`config.mk`:
```
export PLATFORM = sky130hd
export DESIGN_NAME = pipeline_sequencer
export DESIGN_NICKNAME = d
export VERILOG_FILES = /design/src/rtl/pipeline_sequencer_pkg.sv /design/src/rtl/pipeline_sequencer_sat_counter.sv /design/src/rtl/pipeline_sequencer.sv
export SDC_FILE = /design/constraint.sdc
export NUM_CORES = 1
export LEC_CHECK = 0
export ABC_CLOCK_PERIOD_IN_PS = 3000
export BUFFER_PORTS_ARGS = -buffer_cell sky130_fd_sc_hd__buf_2
export CORE_MARGIN = 2
export CORE_UTILIZATION = 49
export CTS_CLUSTER_SIZE = 20
export DETAILED_ROUTE_END_ITERATION = 6
export PLACE_DENSITY = 0.76
export SLEW_MARGIN = 40
export SYNTH_ARGS = -nofsm -noshare
export SYNTH_HDL_FRONTEND = slang
export SYNTH_HIERARCHICAL = 1
export SYNTH_SLANG_ARGS = --single-unit
```
`constraint.sdc`:
```
create_clock -name clk -period 3 [get_ports clk]
set_clock_uncertainty 0.1 [all_clocks]
set_input_delay 0.6 -clock clk [delete_from_list [all_inputs] [get_ports clk]]
set_output_delay 0.6 -clock clk [all_outputs]
set_load 0.01 [all_outputs]
```
`src/rtl/pipeline_sequencer_pkg.sv`:
```
// Shared types and constants for the pipeline sequencer: run-control states
// and the stage numbering of the default six-stage configuration.
package pipeline_sequencer_pkg;

  typedef enum logic [1:0] {
    ST_IDLE   = 2'd0,
    ST_RUN    = 2'd1,
    ST_HALTED = 2'd2
  } seq_state_e;

  localparam int unsigned DEFAULT_NUM_STAGES = 6;

  localparam int unsigned STG_FETCH_REQ  = 0;
  localparam int unsigned STG_FETCH_WAIT = 1;
  localparam int unsigned STG_DECODE     = 2;
  localparam int unsigned STG_SETUP      = 3;
  localparam int unsigned STG_EXECUTE    = 4;
  localparam int unsigned STG_WRITEBACK  = 5;

endpackage

```
`src/rtl/pipeline_sequencer_sat_counter.sv`:
```
// Saturating up-counter with synchronous active-high clear; holds at all-ones.
module sat_counter #(
  parameter int unsigned W = 32
) (
  input  logic         clk,
  input  logic         reset,
  input  logic         inc,
  output logic [W-1:0] q
);

  always_ff @(posedge clk) begin
    if (reset) begin
      q <= '0;
    end else if (inc && (q != '1)) begin
      q <= q + W'(1);
    end
  end

endmodule

```
`src/rtl/pipeline_sequencer.sv`:
```
// Run-control FSM that steps a one-hot stage strobe through NUM_STAGES stages,
// with per-stage stall, global freeze, flush, halt-after-retire and counters.
module pipeline_sequencer
  import pipeline_sequencer_pkg::*;
#(
  parameter  int unsigned NUM_STAGES = DEFAULT_NUM_STAGES,
  parameter  int unsigned CNT_W      = 32,
  localparam int unsigned IDX_W      = $clog2(NUM_STAGES)
) (
  input  logic                  clk,
  input  logic                  reset,
  input  logic                  start,
  input  logic                  enable,
  input  logic [NUM_STAGES-1:0] stall_req,
  input  logic                  flush,
  input  logic                  halt_req,
  output logic [NUM_STAGES-1:0] stage_onehot,
  output logic [IDX_W-1:0]      stage_idx,
  output logic                  stage_enter,
  output logic                  retire,
  output logic                  running,
  output logic                  halted,
  output logic [CNT_W-1:0]      cycle_count,
  output logic [CNT_W-1:0]      retired_count
);

  localparam logic [IDX_W-1:0] IDX0 = IDX_W'(STG_FETCH_REQ);
  localparam logic [IDX_W-1:0] LAST = IDX_W'(NUM_STAGES - 1);

  seq_state_e       r_state;
  logic [IDX_W-1:0] r_idx;
  logic             r_enter;
  logic             r_halt_pending;

  logic w_running;
  logic w_advance;
  logic w_flush;
  logic w_retire;

  assign w_running = (r_state == ST_RUN);
  assign w_advance = enable & ~stall_req[r_idx] & ~flush;
  assign w_flush   = w_running & enable & flush;
  assign w_retire  = w_running & (r_idx == LAST) & w_advance;

  // r_idx is forced to stage 0 whenever the FSM leaves RUN, so it can drive
  // stage_idx directly without an extra gate.
  always_ff @(posedge clk) begin
    if (reset) begin
      r_state        <= ST_IDLE;
      r_idx          <= IDX0;
      r_enter        <= 1'b0;
      r_halt_pending <= 1'b0;
    end else begin
      r_enter <= 1'b0;
      case (r_state)
        ST_IDLE, ST_HALTED: begin
          if (start) begin
            r_state <= ST_RUN;
            r_idx   <= IDX0;
            r_enter <= 1'b1;
          end
        end
        ST_RUN: begin
          if (w_flush) begin
            r_idx   <= IDX0;
            r_enter <= 1'b1;
          end else if (w_advance) begin
            r_idx   <= (r_idx == LAST) ? IDX0 : r_idx + IDX_W'(1);
            r_enter <= 1'b1;
          end
          // A halt_req coinciding with a non-halting retire arms the next one.
          if (w_retire && r_halt_pending) begin
            r_state        <= ST_HALTED;
            r_idx          <= IDX0;
            r_enter        <= 1'b0;
            r_halt_pending <= 1'b0;
          end else if (halt_req) begin
            r_halt_pending <= 1'b1;
          end
        end
        default: begin
          r_state <= ST_IDLE;
          r_idx   <= IDX0;
        end
      endcase
    end
  end

  assign stage_onehot = w_running ? (NUM_STAGES'(1) << r_idx) : '0;
  assign stage_idx    = r_idx;
  assign stage_enter  = r_enter;
  assign retire       = w_retire;
  assign running      = w_running;
  assign halted       = (r_state == ST_HALTED);

  sat_counter #(.W(CNT_W)) u_cycle_cnt (
    .clk   (clk),
    .reset (reset),
    .inc   (w_running),
    .q     (cycle_count)
  );

  sat_counter #(.W(CNT_W)) u_retire_cnt (
    .clk   (clk),
    .reset (reset),
    .inc   (w_retire),
    .q     (retired_count)
  );

endmodule

```
==> results of run 1 <==
==> final cells by class <==
class | count | area (um2)
Tap cell | 102 | 128
Inverter | 8 | 30.0
Sequential cell | 71 | 1420
Timing Repair Buffer | 103 | 553
Clock buffer | 11 | 151
Fill cell | 711 | 2940
Multi-Input combinational cell | 359 | 2340
Clock inverter | 5 | 128
==> critical path, delay by kind of cell, from the launching register on <==
kind | cells | cell delay, ns
AND/OR/NAND/NOR | 4 | 1.67
buffers and inverters | 1 | 0.33
AO/OA/AOI/OAI | 1 | 0.06
flip-flops | 1 | 0.47
==> flip-flops by register name (all words and copies together) (netlist names) <==
register        flops
stage_idx           3
u_retire_cnt/q     32
stage_enter         1
r_state             2
r_halt_pending      1
u_cycle_cnt/q      32
==> cell families after synthesis <==
group / count (synthesis) / share of synthesized area
adder cells (fa/ha/maj): 3 / 0.00969
buffers and inverters: 32 / 0.0352
AO/OA/AOI/OAI: 113 / 0.195
flip-flops: 71 / 0.367
AND/OR/NAND/NOR: 220 / 0.336
multiplexers: 9 / 0.0258
XOR/XNOR: 14 / 0.0316
==> cells in the mapped netlist (all sizes together) (5+ instances only) <==
library cell  instances
mux2                  5
and3                  9
or3                  22
nor2b                 6
clkbuf               16
a21oi                49
xnor2                12
nor2                 32
buf                   8
o31ai                24
nor3b                 5
nand2b                7
nor3                  9
dfxtp                71
inv                   8
a2111oi               5
nand2                25
nor4                 10
nand4                22
or4                  24
nand3                29
and4                  8
o21ai                17
==> metal layers <==
layer / vias up / wire [um] / track usage
met4: 0 / 117 / 0.0882
li1: 1951 / - / -
met3: 13 / 578 / 0.0553
met1: 1935 / 4590 / 0.309
met5: - / 0 / 0
met2: 114 / 5160 / 0.404
==> metrics by stage <==
stage / cells / power, mW / util
6_report: 659 / 2.14 / 0.618
5_1_grt: 659 / 2.22 / 0.618
4_1_cts: 659 / 2.16 / 0.618
3_5_place_dp: 643 / 1.11 / 0.582
2_1_floorplan: 462 / 1.07 / -
3_3_place_gp: 643 / 1.11 / 0.582
==> power groups by stage <==
stage          combinational [mW]  clock, mW  sequential [mW]
2_1_floorplan              0.0881          0            0.983
3_3_place_gp                0.123          0            0.984
3_5_place_dp                0.126          0            0.984
4_1_cts                     0.127       1.07            0.962
5_1_grt                     0.140       1.11            0.963
6_report                    0.127       1.05            0.963
==> cells in the final DEF (no fill, tap or decap), types with 9 or more instances in the layout <==
cell type	synthesis	final
a21oi_1	49	49
xnor2_1	12	12
o21ai_0	17	17
nand3_1	27	27
buf_4	0	15
or4_1	24	24
o31ai_1	24	24
nor3_1	9	9
dfxtp_1	71	71
or3_1	20	20
clkbuf_8	0	11
buf_2	7	88
nand2_1	25	25
nand4_1	22	22
nor2_1	32	32
==> how the worst min path moves through the flow <==
stage,endpoint,slack (ns)
2_1_floorplan,r_state[0]$_SDFFE_PP0P_,0.37
3_3_place_gp,u_cycle_cnt/q[23]$_SDFFE_PP0P_,0.38
3_5_place_dp,u_cycle_cnt/q[23]$_SDFFE_PP0P_,0.39
4_1_cts,u_cycle_cnt/q[23]$_SDFFE_PP0P_,0.40
5_1_grt,u_cycle_cnt/q[23]$_SDFFE_PP0P_,0.43
6_report,u_cycle_cnt/q[23]$_SDFFE_PP0P_,0.40
==> results.sh, run 1 <==
export IMPL_outcome="finished, final reports clean"
export IMPL_crit_path_end_kind="flip-flop"
export IMPL_rr_startpoint="u_retire_cnt/q[16]$_SDFFE_PP0P_"
export IMPL_rows=32
export IMPL_yosysTopAreaCell="dfxtp_1"
export IMPL_tns_ns=0
export IMPL_cp_startpoint="u_retire_cnt/q[16]$_SDFFE_PP0P_"
export IMPL_synth_area_leaders="dfxtp_1, a21oi_1, o31ai_1, or4_1, nand4_1"
export IMPL_clock_tree_buffer_depth=2
export IMPL_cts_hold_buf=0
export IMPL_critPathRequiredTime_ns=3.12
export IMPL_initial_core_util=0.504
export IMPL_holdWs_ns=0.404
export IMPL_rr_worst_depth=6
export IMPL_die_h_um=92.9
export IMPL_rsz0062_at_grt="no"
export IMPL_gr_usage_all_layers=0.243
export IMPL_layout_drive_gt1_share=0.257
export IMPL_place_ws_ns=0.141
export IMPL_nNetsFinal=567
export IMPL_netSwitchingPower_mw=0.458
export IMPL_hpwlAfterDp_mm=7.39
export IMPL_ant_nets=0
export IMPL_setup_viol_count_final=0
export IMPL_cp_max_fo=17
export IMPL_rrSetupSlack_ns=0.26
export IMPL_fin_area_mm2=0.00475
export IMPL_syn_nets=477
export IMPL_drv_slew=0
export IMPL_worstReg2RegEnd="u_retire_cnt/q[13]$_SDFFE_PP0P_"
export IMPL_io_buffers=88
export IMPL_endpoint="u_retire_cnt/q[13]$_SDFFE_PP0P_"
export IMPL_placed_cell_area_mm2=0.00447
export IMPL_synth_distinct_cells=51
export IMPL_cp_cell_sequence="nand3_2 > or3b_1 > nor4_2 > buf_4 > or4_1 > a21oi_1"
export IMPL_drc=0
export IMPL_fin_ws_ns=0.257
export IMPL_gr_total_overflow=0
export IMPL_post_cts_setup_buffers=0
export IMPL_min_path_type="flip-flop to flip-flop"
export IMPL_worst_endpoint_arrival_ns=2.87
export IMPL_grt_pass1_vias=3746
export IMPL_syn_area_mm2=0.00387
export IMPL_netlist_instances=462
export IMPL_drv_cap=0
export IMPL_cts_sinks=71
export IMPL_criticalPathCategory="flip-flop to flip-flop"
export IMPL_drtPass1Iterations=5
export IMPL_synth_edf_count=0
export IMPL_wl_per_cell_um=15.8
export IMPL_hold_depth=2
export IMPL_htreeDepth=3
export IMPL_yosys_register_bits=71
export IMPL_power_density_mw_per_mm2=451
export IMPL_viasPerCell=6.09
export IMPL_worstHoldStart="u_cycle_cnt/q[23]$_SDFFE_PP0P_"
export IMPL_drtIter0Drc=291
export IMPL_grt_max_degree=43
export IMPL_vias=4013
export IMPL_numCtsBuffers=9
export IMPL_place_gp_congestion=0.823
export IMPL_die_area_mm2=0.00864
export IMPL_cell_internal_pwr_mw=1.68
export IMPL_synth_top_area_share=0.367
export IMPL_clk_pin_slew_ns=0.07
export IMPL_yosys_warnings=6
export IMPL_antenna_found_initial=0
export IMPL_critPathSlowestCell="nor4_2"
export IMPL_seqPwrFrac=0.450
export IMPL_ys_flop_type="dfxtp_1"
export IMPL_root_buffer="clkbuf_8"
export IMPL_hold_viol=0
export IMPL_slew_headroom=0.426
export IMPL_p_sw_frac=0.214
export IMPL_peakVddDrop_mv=0.310
export IMPL_area_growth_pct=22.6
export IMPL_core_mm2=0.00769
export IMPL_antenna_cells=0
export IMPL_p_clk_frac=0.491
export IMPL_power_frac_comb=0.059
export IMPL_synth_seq_area_share=0.367
export IMPL_clock_latency_ns=0.35
export IMPL_p_leak_nw=1.76
export IMPL_cts_tree="yes"
export IMPL_max_stage_delay_ns=0.79
export IMPL_wl_mm=10.4
export IMPL_num_io_pins=89
export IMPL_fmax_mhz=365
export IMPL_start_kind="flip-flop"
export IMPL_die_w_um=92.9
export IMPL_syn_area_per_cell_um2=8.39
export IMPL_post_route_period_util=0.914
export IMPL_period_needed_ns=2.74
export IMPL_async_reset_ff_frac=0
export IMPL_grt_pass1_wl_mm=17.1
export IMPL_tightestPinTransition_ns=0.854
export IMPL_cts_resized=0
(Power assumes the default switching activity.)
==> inputs of run 2 (changes only) <==
==> constraint.sdc (replaced) <==
create_clock -name clk -period 3 [get_ports clk]
set_clock_uncertainty 0.1 [all_clocks]
set_input_delay 0.6 -clock clk [delete_from_list [all_inputs] [get_ports clk]]
set_output_delay 0.6 -clock clk [all_outputs]
set_load 0.005 [all_outputs]
==> run 2 against run 1 <==
Compared with the run above:
- count of clock-buffer cells in the layout is the same
- clock power shrank 19%
- register-to-register slack is essentially flat
==> results.sh, run 2 (synthesized netlist as in run 1, its figures left out) <==
export IMPL_cts_sinks=71
export IMPL_antenna_found_initial=0
export IMPL_layout_drive_gt1_share=0.255
export IMPL_holdWs_ns=0.391
export IMPL_placedCellCount=643
export IMPL_seqPwrFrac=0.496
export IMPL_cts_tree="yes"
export IMPL_drv_slew=0
export IMPL_gr_usage_met1=0.308
export IMPL_vias=3949
export IMPL_core_mm2=0.00769
export IMPL_peakVddDrop_mv=0.254
export IMPL_p_clk_frac=0.441
export IMPL_ant_nets=0
export IMPL_outcome="finished, final reports clean"
export IMPL_fin_ws_ns=0.266
export IMPL_drv_cap=0
export IMPL_hpwlAfterDp_mm=7.22
export IMPL_antenna_cells=0
export IMPL_p_sw_frac=0.230
export IMPL_grt_max_degree=45
export IMPL_p_leak_nw=1.75
export IMPL_cp_common_cell="nand4_1"
export IMPL_post_cts_setup_buffers=0
export IMPL_cts_resized=0
export IMPL_gr_total_overflow=0
export IMPL_clock_latency_ns=0.35
export IMPL_clock_tree_buffer_depth=2
export IMPL_power_density_mw_per_mm2=412
export IMPL_die_w_um=92.9
export IMPL_start_kind="flip-flop"
export IMPL_num_io_pins=89
export IMPL_power_frac_comb=0.064
export IMPL_cell_internal_pwr_mw=1.49
export IMPL_grt_pass1_vias=3572
export IMPL_clk_pin_slew_ns=0.08
export IMPL_place_ws_ns=0.0953
export IMPL_place_gp_congestion=0.853
export IMPL_critPathSlowestCell="dfxtp_1"
export IMPL_crit_path_end_kind="flip-flop"
export IMPL_wl_per_cell_um=15.2
export IMPL_grt_pass1_wl_mm=16.7
export IMPL_cp_cell_sequence="and2b_1 > a2111oi_4 > nand4_1 > nor4_4 > nand4_1 > nor4_1 > mux2_2"
export IMPL_root_buffer="clkbuf_8"
export IMPL_layout_cells_non_filler=659
export IMPL_final_cell_mix="buf_2, dfxtp_1, a21oi_1"
export IMPL_rsz0062_at_grt="no"
export IMPL_die_h_um=92.9
export IMPL_cts_hold_buf=0
export IMPL_viasPerCell=5.99
export IMPL_worst_endpoint_arrival_ns=2.88
export IMPL_nNetsFinal=567
export IMPL_slew_headroom=0.553
export IMPL_htreeDepth=3
export IMPL_criticalPathCategory="flip-flop to flip-flop"
export IMPL_tightestPinTransition_ns=0.665
export IMPL_max_stage_delay_ns=0.46
export IMPL_grt_use_met3=0.0407
export IMPL_min_path_type="flip-flop to flip-flop"
export IMPL_rows=32
export IMPL_critPathRequiredTime_ns=3.14
export IMPL_wl_mm=10.0
export IMPL_drc=0
export IMPL_use_met2=0.394
export IMPL_io_buffers=88
export IMPL_setup_viol_count_final=0
export IMPL_post_layout_total_power_mw=1.94
export IMPL_fmax_mhz=366
export IMPL_netSwitchingPower_mw=0.446
export IMPL_post_route_period_util=0.911
export IMPL_drtPass1Iterations=4
export IMPL_cp_max_fo=8
export IMPL_drtIter0Drc=219
export IMPL_tns_ns=0
export IMPL_area_growth_pct=21.4
export IMPL_hold_viol=0
export IMPL_initial_core_util=0.504
export IMPL_mostFrequentLayoutCell="buf_2"
export IMPL_die_area_mm2=0.00864
export IMPL_numCtsBuffers=9
export IMPL_gr_usage_all_layers=0.234
export IMPL_period_needed_ns=2.73
export IMPL_top_usage_layer="met2"
-- run 2: cell types whose count changed in the layout (fill, tap and decap cells not counted), sizes merged --
cell	before	now
clkinv	0	2
bufinv	4	2
-- run 2: final timing paths --
kind,startpoint,end,slack [ns],depth (start not counted)
worst max-delay path,stage_idx[1]$_SDFFE_PP0P_,u_retire_cnt/q[31]$_SDFFE_PP0P_,0.27,7
worst min-delay path,u_retire_cnt/q[15]$_SDFFE_PP0P_,u_retire_cnt/q[15]$_SDFFE_PP0P_,0.39,2
worst max register to register,stage_idx[1]$_SDFFE_PP0P_,u_retire_cnt/q[31]$_SDFFE_PP0P_,0.27,7
worst min register to register,u_retire_cnt/q[15]$_SDFFE_PP0P_,u_retire_cnt/q[15]$_SDFFE_PP0P_,0.39,2
-- run 2: power groups by stage --
| stage | clock network [mW] | logic (mW) | registers, mW |
|---|---|---|---|
| 6_report | 0.855 | 0.123 | 0.961 |
| 5_1_grt | 0.917 | 0.136 | 0.962 |
| 4_1_cts | 0.880 | 0.124 | 0.961 |
| 3_5_place_dp | 0 | 0.123 | 0.983 |
| 3_3_place_gp | 0 | 0.120 | 0.982 |
| 2_1_floorplan | 0 | 0.0865 | 0.981 |
-- run 2: final cells by class --
| cell class | count | area, um2 |
|---|---|---|
| Fill cell | 718 | 2980 |
| Multi-Input combinational cell | 359 | 2340 |
| Sequential cell | 71 | 1420 |
| Timing Repair Buffer | 103 | 566 |
| Clock buffer | 11 | 141 |
| Tap cell | 102 | 128 |
| Clock inverter | 5 | 81.3 |
| Inverter | 8 | 30.0 |
-- run 2: per-stage QoR --
step | utilization | area, um2
2_1_floorplan | - | 3880
3_3_place_gp | 0.583 | 4480
3_5_place_dp | 0.583 | 4480
4_1_cts | 0.612 | 4710
5_1_grt | 0.612 | 4710
6_report | 0.612 | 4710
-- run 2: routing by layer --
metal / wire length (um) / share of wire / vias up
li1: - / - / 1956
met1: 4570 / 0.46 / 1884
met2: 4880 / 0.49 / 98
met3: 470 / 0.047 / 11
met4: 115 / 0.011 / 0
met5: 0 / 0 / -
-- run 2: worst max-delay path: cells and delay by family (launching register included) --
kind | cells | cell delay, ns
compound gates | 1 | 0.40
flops | 1 | 0.46
mux | 1 | 0.37
simple gates | 5 | 1.30
==> inputs of run 3 (changes only) <==
--- a/config.mk
+++ b/config.mk
@@ -5,12 +5,14 @@
 export SDC_FILE = /design/constraint.sdc
 export NUM_CORES = 1
 export LEC_CHECK = 0
+export ABC_AREA = 1
 export ABC_CLOCK_PERIOD_IN_PS = 3000
 export BUFFER_PORTS_ARGS = -buffer_cell sky130_fd_sc_hd__buf_2
 export CORE_MARGIN = 2
-export CORE_UTILIZATION = 49
+export CORE_UTILIZATION = 50
 export CTS_CLUSTER_SIZE = 20
 export DETAILED_ROUTE_END_ITERATION = 6
+export MAX_ROUTING_LAYER = met4
 export PLACE_DENSITY = 0.76
 export SLEW_MARGIN = 40
 export SYNTH_ARGS = -nofsm -noshare
==> run 3 against run 2 <==
Compared with the run above:
- worst setup slack improved by 0.28 ns
- combinational power rose by 11%
- area after synthesis up 21%
- die area increased by 18%
- via count up 24%
- fmax rose by 11%
- sequential cell count is the same
- utilization is 3.2 points lower
- sequential power grew 0.4%
==> results.sh, run 3 <==
export IMPL_cp_startpoint="stage_idx[0]$_SDFFE_PP0P_"
export IMPL_rr_startpoint="stage_idx[0]$_SDFFE_PP0P_"
export IMPL_synth_distinct_cells=31
export IMPL_drtIter0Drc=260
export IMPL_die_area_mm2=0.0102
export IMPL_wl_per_cell_um=12.7
export IMPL_synth_common_cells="nand2_1, nor2_1, dfxtp_1, inv_1, nand3_1"
export IMPL_rows=35
export IMPL_antenna_cells=0
export IMPL_clock_tree_buffer_depth=2
export IMPL_synth_top_area_share=0.303
export IMPL_drc=0
export IMPL_worst_endpoint_arrival_ns=1.75
export IMPL_async_reset_ff_frac=0
export IMPL_root_buffer="clkbuf_8"
export IMPL_wl_mm=11.9
export IMPL_core_mm2=0.00915
export IMPL_n_fill_cell=903
export IMPL_min_path_type="flip-flop to flip-flop"
export IMPL_power_density_mw_per_mm2=335
export IMPL_grt_pass1_vias=4442
export IMPL_cell_internal_pwr_mw=1.34
export IMPL_seqPwrFrac=0.542
export IMPL_rsz0062_at_grt="no"
export IMPL_syn_area_per_cell_um2=6.40
export IMPL_top_usage_layer="met2"
export IMPL_htreeDepth=3
export IMPL_viasPerCell=5.25
export IMPL_criticalPathCategory="flip-flop to output pin"
export IMPL_place_gp_congestion=0.908
export IMPL_gr_usage_all_layers=0.248
export IMPL_synth_seq_area_share=0.303
export IMPL_period_needed_ns=2.45
export IMPL_cp_cell_sequence="inv_2 > nand2_1 > nand2_1 > nand2_1 > nand2_1 > nand2_2 > and3_1 > buf_2"
export IMPL_layout_cells_non_filler=931
export IMPL_die_h_um=101
export IMPL_register_area_mm2=0.00142
export IMPL_drv_slew=0
export IMPL_crit_family="simple AND/OR/NAND/NOR gates"
export IMPL_critPathSlowestCell="dfxtp_1"
export IMPL_critPathRequiredTime_ns=2.30
export IMPL_cp_common_cell="nand2_1"
export IMPL_critPathBufInv=2
export IMPL_cts_hold_buf=0
export IMPL_clk_pin_slew_ns=0.07
export IMPL_synth_area_leaders="dfxtp_1, nand2_1, nor2_1, nand3_1, inv_1"
export IMPL_p_clk_frac=0.382
export IMPL_outcome="finished, final reports clean"
export IMPL_gr_usage_met1=0.330
export IMPL_drtPass1Iterations=5
export IMPL_syn_area_mm2=0.00469
export IMPL_drv_cap=0
export IMPL_hpwlAfterDp_mm=8.78
export IMPL_cts_tree="yes"
export IMPL_area_growth_pct=13.2
export IMPL_cp_num_cells=8
export IMPL_final_cell_mix="nand2_1, nor2_1, buf_2"
export IMPL_yosys_register_bits=71
export IMPL_slew_headroom=0.625
export IMPL_yosysMostFrequentCell="nand2_1"
export IMPL_vias=4888
export IMPL_tns_ns=0
export IMPL_layout_drive_gt1_share=0.228
export IMPL_start_kind="flip-flop"
export IMPL_die_w_um=101
export IMPL_placedCellCount=917
export IMPL_power_frac_comb=0.076
export IMPL_numCtsBuffers=9
export IMPL_netlist_instances=732
export IMPL_p_leak_nw=2.56
export IMPL_rr_worst_depth=16
export IMPL_cts_sinks=71
export IMPL_syn_nets=747
export IMPL_crit_path_end_kind="output pin"
export IMPL_post_cts_setup_buffers=0
export IMPL_ys_flop_type="dfxtp_1"
export IMPL_grt_use_met3=0.0381
export IMPL_use_met2=0.391
export IMPL_fmax_mhz=407
export IMPL_tightestPinTransition_ns=0.561
export IMPL_initial_core_util=0.512
export IMPL_antenna_found_initial=0
export IMPL_gr_total_overflow=0
export IMPL_p_sw_frac=0.250
export IMPL_ant_nets=0
export IMPL_yosysTopAreaCell="dfxtp_1"
export IMPL_clock_latency_ns=0.35
export IMPL_synth_edf_count=0
export IMPL_cp_max_fo=8
export IMPL_yosys_warnings=6
export IMPL_setup_viol_count_final=0
export IMPL_num_io_pins=89
export IMPL_hold_viol=0
export IMPL_worstHoldStart="u_retire_cnt/q[1]$_SDFFE_PP0P_"
export IMPL_peakVddDrop_mv=0.187
export IMPL_hold_depth=2
export IMPL_io_buffers=88
export IMPL_grt_max_degree=42
export IMPL_multiInputGateArea_mm2=0.00283
export IMPL_mostFrequentLayoutCell="nand2_1"
export IMPL_post_route_period_util=0.818
export IMPL_cts_resized=0
export IMPL_netSwitchingPower_mw=0.445
export IMPL_grt_pass1_wl_mm=20.0
export IMPL_nNetsFinal=832
export IMPL_max_stage_delay_ns=0.47
## run 3: cell types whose count changed in the layout (fill, tap and decap cells not counted), moves of 12 or more
cell and change:
o21ai_0 -17, nand3_2 +13, nand3_1 +27, nand2_2 +16, or3_1 -20, nor2_2 +13, o31ai_1 -24, nand2_1 +173
or4_1 -24, inv_1 +58, buf_4 -12, nor2_1 +114, xnor2_1 -12
## run 3: worst min-delay path, delay by kind of cell (launching register included)
kind            cells  cell delay (ns)
flops               1             0.35
simple gates        1             0.08
compound gates      1             0.05
## run 3: power by group through the flow
stage,sequential [mW],combinational (mW),clock (mW)
after global routing,0.966,0.154,0.737
final,0.965,0.136,0.679
after floorplan,0.984,0.0979,0
after detailed placement,0.987,0.136,0
after global placement,0.986,0.133,0
after CTS,0.965,0.136,0.701
## run 3: kinds of logic (layout without fill, tap and decap cells)
logic type      count (synthesis)  in the layout  share of synthesized area
buf+inv                        94            182                     0.0923
flops                          71             71                      0.303
compound gates                 56             56                     0.0673
simple gates                  508            508                      0.529
fa+ha+maj                       3              3                    0.00801
## run 3: area by class of cell
type / count / area share
inverter: 78 / 0.0552
clock inverter: 1 / 0.000943
timing repair buffer: 90 / 0.0858
multi-input combinational: 567 / 0.534
sequential: 71 / 0.268
tap: 111 / 0.0262
clock buffer: 13 / 0.0299
## run 3: through the flow
| step | utilization | instance area (um2) | power (mW) | worst slack (ns) | hold slack (ns) |
|---|---|---|---|---|---|
| after floorplan | - | 4690 | 1.08 | 0.797 | 0.379 |
| after global placement | 0.562 | 5140 | 1.12 | 0.560 | 0.389 |
| after detailed placement | 0.562 | 5140 | 1.12 | 0.466 | 0.403 |
| after CTS | 0.580 | 5310 | 1.80 | 0.504 | 0.414 |
| after global routing | 0.580 | 5310 | 1.86 | 0.301 | 0.445 |
| final | 0.580 | 5310 | 1.78 | 0.545 | 0.415 |
## run 3: final timing paths
kind                                                   endpoint  slack, ns
worst min register to register   u_retire_cnt/q[1]$_SDFFE_PP0P_       0.42
worst max-delay path                                     retire       0.55
worst max register to register  u_retire_cnt/q[17]$_SDFFE_PP0P_       0.57
worst min-delay path             u_retire_cnt/q[1]$_SDFFE_PP0P_       0.42
## run 3: routing by layer
layer  share of wire  routed length (um)
met5               0                   0
met4           0.012                 147
met3           0.057                 674
met2            0.46                5480
met1            0.47                5550
